**src/rtl/intlv_filo_if.sv**
```systemverilog
// Bundle of the drain job handshake, FILO read ports and serial output stream.
// The drain block uses the slave modport. The driver and FILO side use the master modport.
interface intlv_filo_if;
    logic        start;
    logic [13:0] e_size;
    logic [13:0] l_size;
    logic        filoA_rdy4rd;
    logic        filoB_rdy4rd;
    logic        filoA_rdA_en;
    logic        filoB_rdA_en;
    logic [9:0]  filoA_rdA_data;
    logic [9:0]  filoB_rdA_data;
    logic        out_bit;
    logic        out_valid;
    logic        out_ready;
    logic        out_last;
    logic        busy;
    logic        done;

    modport slave (
        input  start, e_size, l_size,
        input  filoA_rdy4rd, filoB_rdy4rd, filoA_rdA_data, filoB_rdA_data,
        input  out_ready,
        output filoA_rdA_en, filoB_rdA_en,
        output out_bit, out_valid, out_last, busy, done
    );

    modport master (
        output start, e_size, l_size,
        output filoA_rdy4rd, filoB_rdy4rd, filoA_rdA_data, filoB_rdA_data,
        output out_ready,
        input  filoA_rdA_en, filoB_rdA_en,
        input  out_bit, out_valid, out_last, busy, done
    );
endinterface

```
**src/rtl/intlv_filo_drain.sv**
```systemverilog
// Drains L buffered bits from two interleaved FILOs (A, B, A, ...) as an E-bit serial stream.
// The stream is zero-padded when E > L. When E < L, the surplus words are popped and discarded.
module intlv_filo_drain (
    input  logic         clk,
    input  logic         rst_n,
    intlv_filo_if.slave  bus
);

    typedef enum logic [2:0] {
        IDLE  = 3'd0,
        FETCH = 3'd1,
        WAIT  = 3'd2,
        SHIFT = 3'd3,
        PAD   = 3'd4,
        FLUSH = 3'd5,
        DONE  = 3'd6
    } state_t;

    state_t      state_q,     state_d;
    logic [13:0] e_q,         e_d;
    logic [13:0] l_q,         l_d;
    logic [13:0] out_cnt_q,   out_cnt_d;
    logic [13:0] rd_bits_q,   rd_bits_d;
    logic [9:0]  sreg_q,      sreg_d;
    logic [3:0]  left_q,      left_d;
    logic        sel_q,       sel_d;
    logic        ph_q,        ph_d;
    logic        out_valid_q, out_valid_d;
    logic        out_bit_q,   out_bit_d;
    logic        out_last_q,  out_last_d;
    logic        busy_q,      busy_d;
    logic        done_q,      done_d;

    logic        sel_rdy;
    logic        xfer;
    logic        pop;
    logic [13:0] oc_inc;
    logic [13:0] rb_inc;
    logic [13:0] rb_round;

    function automatic logic [13:0] sat_add(input logic [13:0] a,
                                            input logic [13:0] b,
                                            input logic [13:0] lim);
        logic [14:0] s;
        s = {1'b0, a} + {1'b0, b};
        return (s >= {1'b0, lim}) ? lim : s[13:0];
    endfunction

    assign sel_rdy  = sel_q ? bus.filoB_rdy4rd : bus.filoA_rdy4rd;
    assign xfer     = out_valid_q && bus.out_ready;
    // A pop is a single-cycle strobe. It is decoded from the registered state and gated by the FILO's ready.
    assign pop      = ((state_q == FETCH) || (state_q == FLUSH && !ph_q)) && sel_rdy;
    assign oc_inc   = out_cnt_q + 14'd1;
    assign rb_inc   = sat_add(rd_bits_q, 14'd1, l_q);
    // Truncation skips the unread tail of the current word, so flushing continues from the next word boundary.
    assign rb_round = sat_add(rb_inc, {10'd0, left_q - 4'd1}, l_q);

    always_comb begin
        state_d   = state_q;
        e_d       = e_q;
        l_d       = l_q;
        out_cnt_d = out_cnt_q;
        rd_bits_d = rd_bits_q;
        sreg_d    = sreg_q;
        left_d    = left_q;
        sel_d     = sel_q;
        ph_d      = ph_q;

        case (state_q)
            IDLE: begin
                if (bus.start) begin
                    e_d       = bus.e_size;
                    l_d       = bus.l_size;
                    out_cnt_d = 14'd0;
                    rd_bits_d = 14'd0;
                    sreg_d    = 10'd0;
                    left_d    = 4'd0;
                    sel_d     = 1'b0;
                    ph_d      = 1'b0;
                    if (bus.e_size != 14'd0 && bus.l_size != 14'd0)
                        state_d = FETCH;
                    else if (bus.e_size != 14'd0)
                        state_d = PAD;
                    else if (bus.l_size != 14'd0)
                        state_d = FLUSH;
                    else
                        state_d = DONE;
                end
            end
            FETCH: begin
                if (sel_rdy)
                    state_d = WAIT;
            end
            WAIT: begin
                sreg_d  = sel_q ? bus.filoB_rdA_data : bus.filoA_rdA_data;
                sel_d   = ~sel_q;
                left_d  = 4'd10;
                state_d = SHIFT;
            end
            SHIFT: begin
                if (xfer) begin
                    out_cnt_d = oc_inc;
                    rd_bits_d = rb_inc;
                    sreg_d    = {sreg_q[8:0], 1'b0};
                    left_d    = left_q - 4'd1;
                    if (oc_inc == e_q) begin
                        sreg_d = 10'd0;
                        left_d = 4'd0;
                        if (rb_inc >= l_q) begin
                            state_d = DONE;
                        end else begin
                            rd_bits_d = rb_round;
                            ph_d      = 1'b0;
                            state_d   = (rb_round >= l_q) ? DONE : FLUSH;
                        end
                    end else if (rb_inc == l_q) begin
                        sreg_d  = 10'd0;
                        left_d  = 4'd0;
                        state_d = PAD;
                    end else if (left_q == 4'd1) begin
                        state_d = FETCH;
                    end
                end
            end
            PAD: begin
                if (xfer) begin
                    out_cnt_d = oc_inc;
                    if (oc_inc == e_q)
                        state_d = DONE;
                end
            end
            FLUSH: begin
                if (!ph_q) begin
                    if (sel_rdy) begin
                        rd_bits_d = sat_add(rd_bits_q, 14'd10, l_q);
                        sel_d     = ~sel_q;
                        ph_d      = 1'b1;
                    end
                end else begin
                    ph_d = 1'b0;
                    if (rd_bits_q >= l_q)
                        state_d = DONE;
                end
            end
            DONE: begin
                state_d = IDLE;
            end
            default: begin
                state_d = IDLE;
            end
        endcase

        // Outputs are registered from next-state values so they line up with the state they describe.
        out_valid_d = (state_d == SHIFT) || (state_d == PAD);
        out_bit_d   = (state_d == SHIFT) && sreg_d[9];
        out_last_d  = out_valid_d && (out_cnt_d == (e_d - 14'd1));
        busy_d      = (state_d != IDLE);
        done_d      = (state_d == DONE);
    end

    always_ff @(posedge clk or negedge rst_n) begin
        if (!rst_n) begin
            state_q     <= IDLE;
            e_q         <= 14'd0;
            l_q         <= 14'd0;
            out_cnt_q   <= 14'd0;
            rd_bits_q   <= 14'd0;
            sreg_q      <= 10'd0;
            left_q      <= 4'd0;
            sel_q       <= 1'b0;
            ph_q        <= 1'b0;
            out_valid_q <= 1'b0;
            out_bit_q   <= 1'b0;
            out_last_q  <= 1'b0;
            busy_q      <= 1'b0;
            done_q      <= 1'b0;
        end else begin
            state_q     <= state_d;
            e_q         <= e_d;
            l_q         <= l_d;
            out_cnt_q   <= out_cnt_d;
            rd_bits_q   <= rd_bits_d;
            sreg_q      <= sreg_d;
            left_q      <= left_d;
            sel_q       <= sel_d;
            ph_q        <= ph_d;
            out_valid_q <= out_valid_d;
            out_bit_q   <= out_bit_d;
            out_last_q  <= out_last_d;
            busy_q      <= busy_d;
            done_q      <= done_d;
        end
    end

    assign bus.filoA_rdA_en = pop && !sel_q;
    assign bus.filoB_rdA_en = pop &&  sel_q;
    assign bus.out_valid    = out_valid_q;
    assign bus.out_bit      = out_bit_q;
    assign bus.out_last     = out_last_q;
    assign bus.busy         = busy_q;
    assign bus.done         = done_q;

endmodule

```
**src/flat_wrapper.sv**
```systemverilog
// flat-port wrapper written by rule: the top's interface ports become plain ports
module intlv_filo_drain_flat 
  (clk, rst_n, bus_start, bus_e_size, bus_l_size, bus_filoA_rdy4rd, bus_filoB_rdy4rd, bus_filoA_rdA_data, bus_filoB_rdA_data, bus_out_ready, bus_filoA_rdA_en, bus_filoB_rdA_en, bus_out_bit, bus_out_valid, bus_out_last, bus_busy, bus_done);
  intlv_filo_if bus_i ();
  input  logic clk;
  input  logic rst_n;
  input wire logic [$bits(bus_i.start)-1:0] bus_start;
  input wire logic [$bits(bus_i.e_size)-1:0] bus_e_size;
  input wire logic [$bits(bus_i.l_size)-1:0] bus_l_size;
  input wire logic [$bits(bus_i.filoA_rdy4rd)-1:0] bus_filoA_rdy4rd;
  input wire logic [$bits(bus_i.filoB_rdy4rd)-1:0] bus_filoB_rdy4rd;
  input wire logic [$bits(bus_i.filoA_rdA_data)-1:0] bus_filoA_rdA_data;
  input wire logic [$bits(bus_i.filoB_rdA_data)-1:0] bus_filoB_rdA_data;
  input wire logic [$bits(bus_i.out_ready)-1:0] bus_out_ready;
  output wire logic [$bits(bus_i.filoA_rdA_en)-1:0] bus_filoA_rdA_en;
  output wire logic [$bits(bus_i.filoB_rdA_en)-1:0] bus_filoB_rdA_en;
  output wire logic [$bits(bus_i.out_bit)-1:0] bus_out_bit;
  output wire logic [$bits(bus_i.out_valid)-1:0] bus_out_valid;
  output wire logic [$bits(bus_i.out_last)-1:0] bus_out_last;
  output wire logic [$bits(bus_i.busy)-1:0] bus_busy;
  output wire logic [$bits(bus_i.done)-1:0] bus_done;
  assign bus_i.start = bus_start;
  assign bus_i.e_size = bus_e_size;
  assign bus_i.l_size = bus_l_size;
  assign bus_i.filoA_rdy4rd = bus_filoA_rdy4rd;
  assign bus_i.filoB_rdy4rd = bus_filoB_rdy4rd;
  assign bus_i.filoA_rdA_data = bus_filoA_rdA_data;
  assign bus_i.filoB_rdA_data = bus_filoB_rdA_data;
  assign bus_i.out_ready = bus_out_ready;
  assign bus_filoA_rdA_en = bus_i.filoA_rdA_en;
  assign bus_filoB_rdA_en = bus_i.filoB_rdA_en;
  assign bus_out_bit = bus_i.out_bit;
  assign bus_out_valid = bus_i.out_valid;
  assign bus_out_last = bus_i.out_last;
  assign bus_busy = bus_i.busy;
  assign bus_done = bus_i.done;
  intlv_filo_drain u_core (.clk(clk), .rst_n(rst_n), .bus(bus_i));
endmodule
```
**config.mk**
```make
export PLATFORM = sky130hd
export DESIGN_NAME = intlv_filo_drain_flat
export DESIGN_NICKNAME = d
export VERILOG_FILES = /design/src/rtl/intlv_filo_if.sv /design/src/rtl/intlv_filo_drain.sv /design/src/flat_wrapper.sv
export SDC_FILE = /design/constraint.sdc
export NUM_CORES = 1
export LEC_CHECK = 0
export CAP_MARGIN = 20
export CORE_AREA = 2 2 128 130
export DETAILED_ROUTE_END_ITERATION = 10
export DIE_AREA = 0 0 130 132
export GPL_TIMING_DRIVEN = 0
export PLACE_DENSITY_LB_ADDON = 0.05
export SLEW_MARGIN = 20
export SYNTH_ARGS = -nofsm -noshare
export SYNTH_HDL_FRONTEND = slang
export SYNTH_SLANG_ARGS = --single-unit
export TNS_END_PERCENT = 50
```
**constraint.sdc**
```tcl
create_clock -name clk -period 18.2 [get_ports clk]
set_input_delay 3.64 -clock clk [delete_from_list [all_inputs] [get_ports clk]]
set_output_delay 3.64 -clock clk [all_outputs]
set_load 0.05 [all_outputs]
```
==> results.txt <==
Status: finished clean
Clock buffer depth: 2
Post-route setup TNS: 0 ps
Final setup viols: 0
Gate Count Post-Synth: 1027
Largest net degree at the start of global routing: 44
Synth area leaders: dfrtp_1, ha_1, mux2i_1
Clock transition at path regs: 70 ps
Reg2reg start: u_core.rd_bits_q[0]
Achievable frequency: 93.4 MHz
Hold path depth: 2
Row cnt: 46
Combinational family with the most area after synthesis: compound AO/OA/AOI/OAI gates
Placed cells: 1305
First-pass GRT wire length: 40900 um
Worst setup margin: 7500 ps
Routed WL: 25800 um
Cell depth of the worst setup path: 39
Die area: 17200 um^2
Slew Limit Headroom: 37.2%
CTS tree: built
WS Path Type: register to register
Fraction of registers with async set/reset: 100%
Worst Path Max Fanout: 10
Core area: 15700 um^2
Hold buffers post-CTS: 0
Via density: 6.09
FF-to-FF path depth: 39
Flops & latches, synth: 80
Post-synthesis mux area share: 6.98%
Initial antenna violation count: 0
CP max stage delay: 540 ps
Placer Congestion: 0.948
ANT cells: 0
Synth warnings: 0
Post-synth top area cell: dfrtp_1
Initial Util: 54.0%
Netlist cell types: 82
Number of primary I/O pins: 61
Num CTS Buffers: 9
Final slew viol count: 0
I/O Buffers: 60
Grt ovf: 0
Synth Area in Adders: 14.0%
CP top delay family: compound AO/OA/AOI/OAI gates
Layout Cells excl Fill: 1321
Clock Skews: 14.0 ps
Synth Area in Simple Gates: 20.8%
WL per Instance: 19.6 um
Post-synth top area share: 23.6%
Pre-CTS WS: 7700 ps
Critical path launch point type: register
CP Data Arrival Time: 10960 ps
CP bufs+invs: 6
Synthesized cell area: 8480 um^2
Syn-to-layout area delta: 14.4%
Die height: 132 um
Synth Area per Inst: 8.26 um^2
Most frequent cell after synthesis: nand2_1
Antenna Nets Post-Route: 0
Max_cap viols: 0
XOR/XNOR Fraction of Synth Area: 8.28%
Min-delay src: u_core.sreg_q[0]
Post-synth top cells: nand2_1, ha_1, dfrtp_1
Clk Latency, worst-skew pair: 360 ps
CTS sink count: 80
Net Count, Synth: 1175
Fin crit share: 58.8%
Element type at the critical path end: register
Root Buffer: clkbuf_16
# Post-CTS Setup Buffers: 0
Crit-path slowest cell: dfrtp_1
# DRC: 0
Compound-Gate Fraction of Synth Area: 21.0%
Sequential area share after synthesis: 23.6%
Fin. Hold Viols: 0
Post-DP HPWL: 20300 um
Cell mode on critical path: ha_1
Post-synth EDFFs: 0
Nets: 1248
# resized after CTS: 0
RSZ-0062 raised after global routing: no
H-tree levels: 3
Pre-antenna DRT Iters: 6
Least-Margin Pin Slew: 935 ps
Top FF cell, synth: dfrtp_1
Worst EP required: 18450 ps
CP Launch Point: u_core.rd_bits_q[0]
Die width: 130 um
WHS: 504 ps
Class of the worst hold path: register to register
Via Count: 8049
Tmin final: 10700 ps
GRT Util Overall: 30.7%
Iter 0 DRT Violations: 835
Layout cell share with drive strength beyond 1: 5.25%
Vias in the first global route: 7698
kinds of logic (layout without fill, tap and decap cells):
| kind of cell | count (synthesis) | after routing |
|---|---|---|
| AO/OA/AOI/OAI | 261 | 261 |
| XOR/XNOR | 77 | 77 |
| multiplexers | 58 | 58 |
| flip-flops | 80 | 80 |
| adder cells (fa/ha/maj) | 94 | 94 |
| buffers and inverters | 114 | 192 |
| AND/OR/NAND/NOR | 343 | 343 |
state kept, by name, indices dropped and copies added, names as in the netlist:
register and cells:
u_core.e_q 14, u_core.l_q 14, u_core.out_cnt_q 14, u_core.rd_bits_q 14
u_core.sreg_q 10, u_core.left_q 4, u_core.state_q 3, u_core.bus.busy 1
u_core.bus.done 1, u_core.bus.out_bit 1, u_core.bus.out_last 1, u_core.bus.out_valid 1
u_core.ph_q 1, u_core.sel_q 1
placed cells by master (no fill, tap or decap), types with 5 or more instances in the layout:
| cell type | n |
|---|---|
| o2111ai_1 | 5 |
| mux2i_1 | 49 |
| o21ai_1 | 34 |
| a221o_1 | 10 |
| clkbuf_1 | 33 |
| buf_1 | 7 |
| nand3_1 | 31 |
| o21ai_0 | 52 |
| mux2_2 | 5 |
| and4_1 | 7 |
| nor2b_1 | 13 |
| or3_1 | 5 |
| nor2_1 | 65 |
| and3_1 | 14 |
| xnor2_1 | 51 |
| clkbuf_16 | 9 |
| dfrtp_1 | 80 |
| nor4_1 | 15 |
| o221ai_1 | 9 |
| a21o_1 | 13 |
| xor2_1 | 24 |
| nand2_1 | 106 |
| nand4_1 | 25 |
| buf_2 | 15 |
| o21a_1 | 8 |
| nand2b_1 | 7 |
| o22ai_1 | 5 |
| a31oi_1 | 6 |
| nand3b_1 | 7 |
| ha_1 | 93 |
| a211oi_1 | 9 |
| a21oi_1 | 44 |
| o31ai_1 | 11 |
| o211ai_1 | 8 |
| clkdlybuf4s50_1 | 59 |
| inv_1 | 55 |
| nor3_1 | 24 |
worst paths after layout:
| kind | end | slack [ps] |
|---|---|---|
| min | u_core.sreg_q[0] | 500 |
| min in group asynchronous | u_core.out_cnt_q[5] | 3270 |
| min reg2reg | u_core.sreg_q[0] | 500 |
| max in group asynchronous | u_core.l_q[10] | 14300 |
| max reg2reg | u_core.bus.out_last | 7500 |
| max | u_core.bus.out_last | 7500 |
metal layers:
layer	up-vias	share of wire (%)	track usage [%]	routed length [um]
met5	-	0	0	0
met4	0	5.1	16.6	1310
met3	70	6.0	4.30	1560
met2	299	48	50.9	12300
met1	3747	41	38.2	10700
li1	3933	-	-	-
tightest hold or removal path, cell delays in order, from the launching register on:
cell and delay [ps]:
dfrtp_1 350, nand2_1 50, o21ai_1 70
layout make-up:
cell class	count	area [um^2]
inverters	57	214
clock inverters	7	95.1
clock buffers	9	225
multi-input cells	833	6030
repair buffers	62	626
plain buffers	57	240
flip-flops and latches	80	2000
fillers	1413	6010
well taps	216	270
stage by stage:
stage / instance area (um^2) / utilization [%]
CTS: 9700 / 61.7
detailed placement: 9380 / 59.7
finish: 9700 / 61.7
floorplan: 8480 / -
global route: 9700 / 61.7
global placement: 9350 / 59.5
Power is left out: the tool's default activity adds up to more than one toggle a clock period on the data nets, which glitch-free logic cannot reach.
